### src/rtl/pipe_stall_flush_seq.sv
// pipe_stall_flush_seq: turns single-cycle hazard requests into timed stall bubble trains
// and flush pulses for a 5-stage pipeline, with saturating stall/flush statistics.
module pipe_stall_flush_seq #(
    parameter int LOAD_STALL = 2,
    parameter int RAW_STALL  = 3,
    parameter int CNT_W      = 16
) (
    input  logic             clk,
    input  logic             rst_n,
    input  logic             load_use_req,
    input  logic             raw_req,
    input  logic             jump_id,
    input  logic             branch_taken_mem,
    input  logic             stat_clr,
    output logic             pc_we,
    output logic             ifid_we,
    output logic             idex_bubble,
    output logic             flush_ifid,
    output logic             flush_idex,
    output logic             flush_exmem,
    output logic             busy,
    output logic [CNT_W-1:0] stall_cycles,
    output logic [CNT_W-1:0] flush_events
);
    typedef enum logic [1:0] {RUN, STALL, FLUSH} state_t;

    state_t     state, state_nx;
    logic [2:0] remain, remain_nx, hold;
    logic       flush_acc;

    assign hold = load_use_req ? 3'(LOAD_STALL - 1) : 3'(RAW_STALL - 1);

    // Outputs are Mealy so the detection cycle itself is already stalled or flushed.
    always_comb begin
        pc_we       = 1'b1;
        ifid_we     = 1'b1;
        idex_bubble = 1'b0;
        flush_ifid  = 1'b0;
        flush_idex  = 1'b0;
        flush_exmem = 1'b0;
        state_nx    = RUN;
        remain_nx   = 3'd0;
        flush_acc   = 1'b0;
        if (branch_taken_mem) begin
            flush_ifid = 1'b1;
            flush_idex = 1'b1;
            state_nx   = FLUSH;
            flush_acc  = 1'b1;
        end else if (state == STALL) begin
            pc_we       = 1'b0;
            ifid_we     = 1'b0;
            idex_bubble = 1'b1;
            state_nx    = remain == 3'd1 ? RUN : STALL;
            remain_nx   = remain - 3'd1;
        end else if (state == FLUSH) begin
            flush_ifid = 1'b1;
            flush_idex = 1'b1;
        end else if (load_use_req || raw_req) begin
            pc_we       = 1'b0;
            ifid_we     = 1'b0;
            idex_bubble = 1'b1;
            state_nx    = hold == 3'd0 ? RUN : STALL;
            remain_nx   = hold;
        end else if (jump_id) begin
            flush_ifid = 1'b1;
            flush_acc  = 1'b1;
        end
    end

    always_ff @(posedge clk or negedge rst_n) begin
        if (!rst_n) begin
            state        <= RUN;
            remain       <= 3'd0;
            busy         <= 1'b0;
            stall_cycles <= '0;
            flush_events <= '0;
        end else begin
            state        <= state_nx;
            remain       <= remain_nx;
            busy         <= state_nx != RUN;
            stall_cycles <= stat_clr ? '0 :
                            (!pc_we && stall_cycles != '1) ? stall_cycles + CNT_W'(1) : stall_cycles;
            flush_events <= stat_clr ? '0 :
                            (flush_acc && flush_events != '1) ? flush_events + CNT_W'(1) : flush_events;
        end
    end
endmodule

### config.mk
export PLATFORM = sky130hd
export DESIGN_NAME = pipe_stall_flush_seq
export DESIGN_NICKNAME = d
export VERILOG_FILES = /design/src/rtl/pipe_stall_flush_seq.sv
export SDC_FILE = /design/constraint.sdc
export NUM_CORES = 1
export LEC_CHECK = 0
export BUFFER_PORTS_ARGS = -buffer_cell sky130_fd_sc_hd__buf_2
export CORE_UTILIZATION = 55
export DETAILED_ROUTE_END_ITERATION = 6
export PLACE_DENSITY = 0.8
export SETUP_SLACK_MARGIN = 0.3
export SLEW_MARGIN = 0
export SYNTH_ARGS = -nofsm -noshare
export SYNTH_HDL_FRONTEND = slang
export SYNTH_SLANG_ARGS = --single-unit
export TNS_END_PERCENT = 20
### constraint.sdc
create_clock -name clk -period 3.8 [get_ports clk]
set_clock_uncertainty 0.1 [all_clocks]
set_input_delay 0.76 -clock clk [delete_from_list [all_inputs] [get_ports clk]]
set_output_delay 0.76 -clock clk [all_outputs]
set_load 0.005 [all_outputs]
# Word-level counts from Yosys, hierarchy flattened
# Cells that the tools add are included.
# totals
reg_bits	38
latch_bits	0
ram_bits	0
mem_bits_ro	0
inputBits	7
wordCells	55
memories	0
# classes
add_sub_neg	3
n_mul	0
div_mod_pow	0
order_cmp	0
n_eq_ne	5
shift	0
mux	34
bitwise_logic	0
reduce_logical	8
# ops
op	count
$mux 16	4
$add 16x1->16 const B	2
$ne 16x16->1 const B	2
$mux 1	24
$mux 2	4
$mux 3	2
$reduce_bool 2->1	3
$eq 3x1->1 const B	1
$logic_not 3->1	1
$sub 3x1->3 const B	1
$eq 2x1->1 const B	1
$eq 2x2->1 const B	1
$logic_and 1x1->1	2
$logic_not 1->1	1
$logic_or 1x1->1	1

# Depth between registers and ports, before layout
# Gate-level depths: netlist of the first run.
# logic_depth
word_depth	9
ltp_mapped	6
mapped_depth_nobuf	6

# Least setup slack after synthesis of the first run
# Ideal clock, no wire load.
# synth_path
path_kind	in2out
from	input port branch_taken_mem
to	output port pc_we
arrival_time_ns	1.392
slack_ns	1.548
stages	4
path_cell_list	buf_2 -> inv_1 -> nand2_1 -> buf_4
# synth_between
elab_chain_cells	1
# synth_lines
item	line_no	rtl
from (decl)	13	input logic branch_taken_mem,
$mux 1	n/a	
to (decl)	15	output logic pc_we,
# No other way between the ends.

# Worst setup path in the final report of the first run
# layout_path
from	input port load_use_req
to	output port idex_bubble
# layout_between
elab_chain_cells	5
# layout_lines
item	line_no	rtl
from (decl)	10	input logic load_use_req,
$logic_or 1x1->1	58	end else if (load_use_req || raw_req) begin
$mux 1	58	
$mux 1	55	end else if (state == FLUSH) begin
$mux 1	49	end else if (state == STALL) begin
$mux 1	44	if (branch_taken_mem) begin
to (decl)	17	output logic idex_bubble,
# No other way between the ends.

==> flow_summary.ini, run 1 <==
[status]
status = completed

[placed_design]
gp_congestion = 0.8293
dpl.hpwl_mm = 3.343
dp.cells = 314
numPortBuffers = 44

[timing]
worst_slew_pin_slew_ns = 0.8309
achievable-frequency_mhz = 403.5
hold_violations = 0
min_period_over_period = 0.6522
tns_ns = 0
maxSlewHeadroom = 0.4461
maxSlewViolCount = 0
setup_viol = 0
rsz0062_at_grt = false
period_minus_slack_ns = 2.478

[logic_synthesis]
synth_top_cell_area_share = 0.4343
synthTopCellsByArea = dfrtp_1, nor2_1, xnor2_1, nand3_1, xor2_1
synth.distinct_cells = 51
syn_inst = 232
yosys.area.top_type = dfrtp_1
synth_nets = 243
yosys_register_bits = 38
syn_area_per_cell_um2 = 9.438
synth-edff-count = 0
async_flop_share = 1.000
synth-seq-area-share = 0.4343
ys_warn_count = 0
synth_ff_type = dfrtp_1
syn_area_mm2 = 0.002190

[route]
drt_iter0_markers = 134
antenna_left = 0
drtPass1Iterations = 4
wl_per_cell_um = 15.01
via_per_inst = 5.931
wl_mm = 4.818
dr_total_vias = 1904
drc = 0

[clock_network]
clk_pin_slew_worst_paths_ns = 0.08
clk_latency_ns = 0.30
cts_sinks = 38
h-tree-depth = 2
clockBufferDepth = 2
numCtsBuffers = 5
post_cts_buffers = 0
cts_tree = done
cts_hold_buffers = 0
clk_root_buffer_cell = clkbuf_8
cts_resized = 0

[critical_path]
ff2ff_path_depth = 5
path_buf_inv = 3
critPathKind = in2out
cp_slowest_cell = o21ai_1
critPathLaunchType = input port
path_common_cell = buf_2
cp_cell_sequence = buf_2 -> nor2_1 -> o21ai_1 -> nand2_1 -> inv_1 -> buf_2
cp_max_fo = 5
end_kind = output pin
cpPeakStageDelay_ns = 0.30
crit_required_ns = 2.94
arrival_ns = 1.62
crit_cells = 6
cp_top_family = buffers and inverters

[floorplan]
start_util = 0.5849
dieArea_mm2 = 0.004237
die_h_um = 65.10
rows = 22
coreArea_mm2 = 0.003744
die_w_um = 65.10
io_pins = 46

[global_routing]
grt_pass1_wl_mm = 7.997
grt_antenna_before_repair = 0
grt_overflow = 0
first_global_vias = 1702
grt_max_degree = 39
track_usage = 0.2482

[run]
drv_cap = 0

[power_and_ir_drop]
p_total_uw = 853.1
p_comb_frac = 0.091
power.clock.fraction = 0.412
power_per_cell_area_mw_per_mm2 = 338.0
leakagePower_uw = 0.001145
ir_drop_mv = 0.2890
seqPwrFrac = 0.496
p_int_uw = 651.3
switching_share = 0.2365
switchingPower_uw = 201.8

[finish]
area_growth_pct = 15.26
drive_above_1_share = 0.2161
nFillCells = 316
stdcell_count = 321
fin_nets = 284
n_antenna_cell = 0

[min_path]
hold_class = in2async
kinds of logic after synthesis:
kind of cell / Yosys count / synth area share
AO/OA/AOI/OAI: 45 / 0.1554
XOR/XNOR: 18 / 0.07200
adder cells (fa/ha/maj): 4 / 0.02286
buffers and inverters: 20 / 0.04400
flip-flops: 38 / 0.4343
multiplexers: 5 / 0.02457
other: 1 / 0.001713
AND/OR/NAND/NOR: 101 / 0.2451
synthesized netlist by cell type (all sizes together) (2+ instances only):
| cell | number |
|---|---|
| dfrtp | 38 |
| nor2 | 32 |
| nand3 | 16 |
| a21oi | 11 |
| xnor2 | 11 |
| inv | 10 |
| o21ai | 9 |
| nand2 | 8 |
| nand4 | 8 |
| and3 | 7 |
| xor2 | 7 |
| buf | 6 |
| nor2b | 6 |
| nor3 | 6 |
| a211oi | 5 |
| and4 | 4 |
| clkbuf | 4 |
| ha | 4 |
| or3 | 4 |
| a2111oi | 3 |
| a31oi | 3 |
| and2 | 3 |
| mux2 | 3 |
| o311a | 3 |
| a21o | 2 |
| mux2i | 2 |
| nand2b | 2 |
| o31ai | 2 |
| or4 | 2 |
placed cells by master (no fill, tap or decap), types with 4 or more instances in the layout:
cell and instances:
buf_2 44, or3_1 4, xnor2_1 11, a211oi_1 4, and3_1 7, a21oi_1 11, ha_1 4, nor3_1 5
nand4_1 8, nor2_1 32, inv_1 10, nand2_1 8, nor2b_1 6, o21ai_0 8, dfrtp_1 38, xor2_1 7
nand3_1 15, clkbuf_8 6
state kept, by name (all words and copies together) (netlist names):
| signal | flops |
|---|---|
| busy | 1 |
| flush_events | 16 |
| remain | 3 |
| state | 2 |
| stall_cycles | 16 |
power by group through the flow:
stage / Sequential [uW] / Combinational (uW) / Clock (uW)
floorplan: 430 / 50.0 / 0
global route: 425 / 88.2 / 375
CTS: 423 / 79.2 / 356
global placement: 431 / 76.6 / 0
detailed placement: 431 / 78.8 / 0
finish: 423 / 78.0 / 352
layer usage:
metal  global-route usage  vias up  part of all wire
met4              0.09783        0             0.016
met5                    0        -                 0
met2               0.3854       78              0.47
li1                     -      920                 -
met3              0.04688        9             0.059
met1               0.3427      897              0.45
final cells by class:
type | count | area, um2 | area share
multi-input cells | 174 | 1142 | 0.4527
flip-flops and latches | 38 | 950.9 | 0.3768
repair buffers | 44 | 220.2 | 0.08726
clock buffers | 6 | 82.58 | 0.03272
well taps | 48 | 60.06 | 0.02380
inverters | 10 | 37.54 | 0.01487
clock inverters | 1 | 30.03 | 0.01190
through the flow:
| step | hold WS, ns | util | setup slack [ns] | instance area, um2 |
|---|---|---|---|---|
| 2_1_floorplan | 0.3644 | - | 1.548 | 2190 |
| 3_3_place_gp | 0.4207 | 0.6441 | 1.356 | 2411 |
| 3_5_place_dp | 0.4470 | 0.6441 | 1.274 | 2411 |
| 4_1_cts | 0.4572 | 0.6741 | 1.316 | 2524 |
| 5_1_grt | 0.4892 | 0.6741 | 1.247 | 2524 |
| 6_report | 0.4607 | 0.6741 | 1.322 | 2524 |
final timing paths:
kind	start	slack (ns)	endpoint
max in group asynchronous	rst_n	2.61	flush_events[11]
worst min register to register	flush_events[9]	0.46	flush_events[9]
min in group clk	flush_events[9]	0.46	flush_events[9]
worst max-delay path	load_use_req	1.32	idex_bubble
worst max register to register	state[0]	1.68	flush_events[6]
worst min-delay path	rst_n	0.46	busy
No activity file was read; power rests on OpenSTA's default activity.
==> run 2, diff against run 1 <==
Settings changed: CORE_UTILIZATION 55 to 49, PLACE_DENSITY 0.8 to 0.76.
Clock period 3.8 ns to 2 ns, I/O delays scaled along.
==> run 2 against run 1 <==
Non-clock buffer count grew 32; total power rose by 86%; global-route usage shrank 0.83 points; worst hold slack lost 0.12 ns; first-iteration DRC count increased by 16%; clock power grew 57%; combinational power rose to 2.9 times the previous value; final cell count increased by 11%; largest power group unchanged; cell area increased by 16%; sequential cell count unchanged; via count up 8.1%; critical path depth did not move.
==> flow_summary.ini, run 2 (synthesis results as in run 1) <==
[timing]
fin_ws_ns = 0.1664
rsz0062_at_grt = true
period_minus_slack_ns = 1.834
maxSlewViolCount = 0
setup_viol = 0
min_period_over_period = 0.9168
achievable-frequency_mhz = 545.4
tns_ns = 0
hold_violations = 0

[power_and_ir_drop]
p_comb_frac = 0.143
seqPwrFrac = 0.508
ir_drop_mv = 0.3511
switchingPower_uw = 418.3
p_total_uw = 1589
power_per_cell_area_mw_per_mm2 = 542.1
power.clock.fraction = 0.349
leakagePower_uw = 0.001338
switching_share = 0.2633
p_int_uw = 1170

[route]
drc = 0
antenna_left = 0
wl_per_cell_um = 15.00
dr_total_vias = 2059
drtPass1Iterations = 4
wl_mm = 5.340
drt_iter0_markers = 156
via_per_inst = 5.784

[clock_network]
clk_pin_slew_worst_paths_ns = 0.08
h-tree-depth = 2
cts_tree = done
cts_sinks = 38
clockBufferDepth = 2
clk_root_buffer_cell = clkbuf_8
clk_latency_ns = 0.29
numCtsBuffers = 5

[global_routing]
grt_overflow = 0
grt_pass1_wl_mm = 8.280
first_global_vias = 1765
grt_max_degree = 23
grt_antenna_before_repair = 0
track_usage = 0.2399

[finish]
n_antenna_cell = 0
final_area_mm2 = 0.002930
fin_nets = 316
mostFrequentLayoutCells = buf_2, dfrtp_1, nor2_1
reg_top3 = flush_events (16), stall_cycles (16), remain (3)
drive_above_1_share = 0.3889
area_growth_pct = 33.83
nFillCells = 329
mostFrequentLayoutCell = buf_2

[floorplan]
io_pins = 46
rows = 23
coreArea_mm2 = 0.004144
start_util = 0.5284
die_h_um = 68.85
die_w_um = 68.85
dieArea_mm2 = 0.004740

[critical_path]
arrival_ns = 1.96
critPathLaunchType = flip-flop
critPathKind = reg2reg
cp_max_fo = 6
crit_required_ns = 2.12
end_kind = flip-flop

[placed_design]
gp_congestion = 0.8667
dpl.hpwl_mm = 3.639
placed_area_mm2 = 0.002600
post-place-ws_ns = 0.07864
numPortBuffers = 44

[status]
status = completed

[run]
drv_cap = 0

[min_path]
hold_class = in2reg
[run 2: cell count changes in the layout (fill, tap and decap cells not counted), sizes merged]
cell	change
buf	+31
bufinv	-1
clkbuf	+1
clkinv	+1
dlygate4sd3	+1
[run 2: metrics by stage]
step	instances	utilization	hold slack [ns]
floorplan	232	-	0.004409
global placement	332	0.6274	0.2718
detailed placement	332	0.6274	0.2721
CTS	351	0.6851	0.3287
global route	356	0.7071	0.3770
finish	356	0.7071	0.3362
[run 2: area by class of cell]
class / count / area [um2] / share of cell area
multi-input cells: 174 / 1304 / 0.4449
flip-flops and latches: 38 / 955.9 / 0.3262
repair buffers: 76 / 479.2 / 0.1635
clock buffers: 7 / 86.33 / 0.02946
well taps: 50 / 62.56 / 0.02135
inverters: 10 / 37.54 / 0.01281
clock inverters: 1 / 5.005 / 0.001708
[run 2: power by group through the flow]
stage	Combinational [uW]	Sequential, uW	Clock [uW]
detailed placement	177	819	0
finish	228	807	554
global route	251	810	593
CTS	209	806	564
global placement	173	818	0
floorplan	99.5	822	0
[run 2: timing repair]
action,4_1_cts,5_1_grt
gates resized for setup,17,11
endpoints found under the hold margin,18,0
hold buffers,1,0
setup buffers,10,5
gates cloned,0,0
setup endpoints to repair,23,34
pin swaps,11,6
[run 2: per-layer routing]
metal	vias up	GRT usage	wire, um
met3	11	0.05263	315
met5	-	0	0
li1	981	-	-
met4	0	0.09439	118
met1	989	0.3272	2397
met2	78	0.3677	2509
[run 2: path summary, 6_finish.rpt]
check / start / depth (start not counted) / endpoint / slack, ns
max: stall_cycles[0] / 6 / stall_cycles[12] / 0.17
min in group asynchronous: rst_n / 2 / stall_cycles[15] / 0.49
max reg2reg: stall_cycles[0] / 6 / stall_cycles[12] / 0.17
min: load_use_req / 3 / remain[0] / 0.34
max in group asynchronous: rst_n / 3 / flush_events[0] / 0.83
min reg2reg: flush_events[9] / 1 / flush_events[9] / 0.44
[run 2: worst max-delay path, stage by stage, from the launching register on]
cell and delay, ns:
dfrtp_1 0.36, ha_2 0.18, and4_4 0.22, and2_4 0.22, nand3_4 0.11, or4_4 0.44, a21oi_2 0.14
==> run 3, diff against run 2 <==
==> constraint.sdc (replaced) <==
create_clock -name clk -period 2 [get_ports clk]
set_clock_uncertainty 0.1 [all_clocks]
set_input_delay 0.1 -clock clk [delete_from_list [all_inputs] [get_ports clk]]
set_output_delay 0.1 -clock clk [all_outputs]
set_load 0.005 [all_outputs]
==> run 3 against run 2 <==
Register-to-register slack lost 0.10 ns; wire length grew 2.6%; combinational power decreased by 5%; non-clock buffer count is the same; total power down 1.7%; sequential power shrank 0.6%; clock power is 2% lower; sequential cell count did not move; critical path type unchanged.
==> flow_summary.ini, run 3 (synthesis results as in run 1) <==
[min_path]
hold_class = in2reg
min_from = load_use_req

[finish]
area_growth_pct = 32.17
mostFrequentLayoutCells = buf_2, dfrtp_1, nor2_1
fin_nets = 316
nFillCells = 329
mostFrequentLayoutCell = buf_2
drive_above_1_share = 0.3725
n_antenna_cell = 0
multi_input_area_mm2 = 0.001284
regArea_um2 = 953.4
reg_top3 = flush_events (16), stall_cycles (16), remain (3)

[route]
wl_mm = 5.478
wl_per_cell_um = 15.39
via_per_inst = 5.817
drtPass1Iterations = 4
dr_total_vias = 2071
drc = 0
antenna_left = 0
drt_iter0_markers = 182

[critical_path]
critPathKind = reg2reg
end_kind = flip-flop
rrSetupSlack_ns = 0.06
arrival_ns = 2.01
critPathLaunchType = flip-flop
crit_required_ns = 2.07
cp-startpoint = state[1]
cp_max_fo = 4
r2r_start = state[1]

[clock_network]
clk_root_buffer_cell = clkbuf_8
cts_tree = done
clk_pin_slew_worst_paths_ns = 0.08
h-tree-depth = 2
clk_latency_ns = 0.28
clockBufferDepth = 2
numCtsBuffers = 5
cts_sinks = 38

[timing]
min_period_over_period = 0.9690
maxSlewViolCount = 0
period_minus_slack_ns = 1.938
hold_violations = 0
worst_slew_pin_slew_ns = 0.6069
setup_viol = 0
achievable-frequency_mhz = 516.0
tns_ns = 0
fin_ws_ns = 0.06191
whs_ns = 0.03508
maxSlewHeadroom = 0.5954
rsz0062_at_grt = true

[run]
drv_cap = 0

[floorplan]
die_h_um = 68.85
dieArea_mm2 = 0.004740
io_pins = 46
rows = 23
coreArea_mm2 = 0.004144
die_w_um = 68.85
start_util = 0.5284

[placed_design]
numPortBuffers = 44
gp_congestion = 0.8272
dpl.hpwl_mm = 3.738
post-place-ws_ns = 0.1077

[power_and_ir_drop]
ir_drop_mv = 0.4469
power_per_cell_area_mw_per_mm2 = 539.5
leakagePower_uw = 0.001327

[global_routing]
grt_max_degree = 32
grt_antenna_before_repair = 0
track_usage = 0.2443
grt_pass1_wl_mm = 8.514
grt_overflow = 0
first_global_vias = 1766

[status]
status = completed
==> run 3: cell count changes in the layout (fill, tap and decap cells not counted), moves of 2 or more <==
cell / delta
nand3_2: +3
nor2_2: -2
dfrtp_2: -2
dfrtp_1: +2
nand3_1: -3
==> run 3: critical path: stages (launching register included) <==
cell     delay [ns]
dfrtp_1        0.44
nor2b_4        0.17
o21ai_2        0.21
buf_4          0.15
nand2_1        0.07
nor3_1         0.31
mux2_2         0.38
==> run 3: path summary, 6_finish.rpt <==
| check | to | cells after the start |
|---|---|---|
| max reg2reg | stall_cycles[15] | 6 |
| max in group asynchronous | flush_events[3] | 3 |
| min in group asynchronous | stall_cycles[15] | 2 |
| min reg2reg | flush_events[9] | 1 |
| max | stall_cycles[15] | 6 |
| min | remain[0] | 3 |
==> run 3: power by group <==
group / internal (uW) / switching [uW] / leakage (uW)
Sequential: 786 / 16.4 / 0.000517
Combinational: 94.8 / 121 / 0.000761
Clock: 278 / 265 / 0.0000482
Total: 1160 / 402 / 0.00133
==> run 3: cell type report <==
cell class	count	share of cell area
clock buffer	7	0.02983
multi-input combinational	174	0.4436
inverter	10	0.01297
sequential	38	0.3294
timing repair buffer	76	0.1608
clock inverter	1	0.001729
tap	50	0.02162
==> run 3: through the flow <==
stage / cell area, um2 / util / std cells / power [uW]
final: 2894 / 0.6984 / 356 / 1561
after global routing: 2894 / 0.6984 / 356 / 1641
after CTS: 2805 / 0.6769 / 351 / 1553
after detailed placement: 2597 / 0.6268 / 334 / 996.1
after global placement: 2597 / 0.6268 / 334 / 991.1
after floorplan: 2242 / - / 232 / 920.7
==> run 3: repair_timing <==
item                                    in CTS  in global routing
cloned                                       0                  0
setup buffers                                7                  5
hold endpoints to repair                    23                  0
pin swaps                                    8                  7
hold buffers                                 2                  0
endpoints found under the setup margin      25                 31
resized for setup                           12                 13
==> run 3: routing by layer <==
layer | track usage | share of wire
met3 | 0.04934 | 0.042
met1 | 0.3679 | 0.49
met5 | 0 | 0
met2 | 0.3580 | 0.46
met4 | 0.05357 | 0.0077
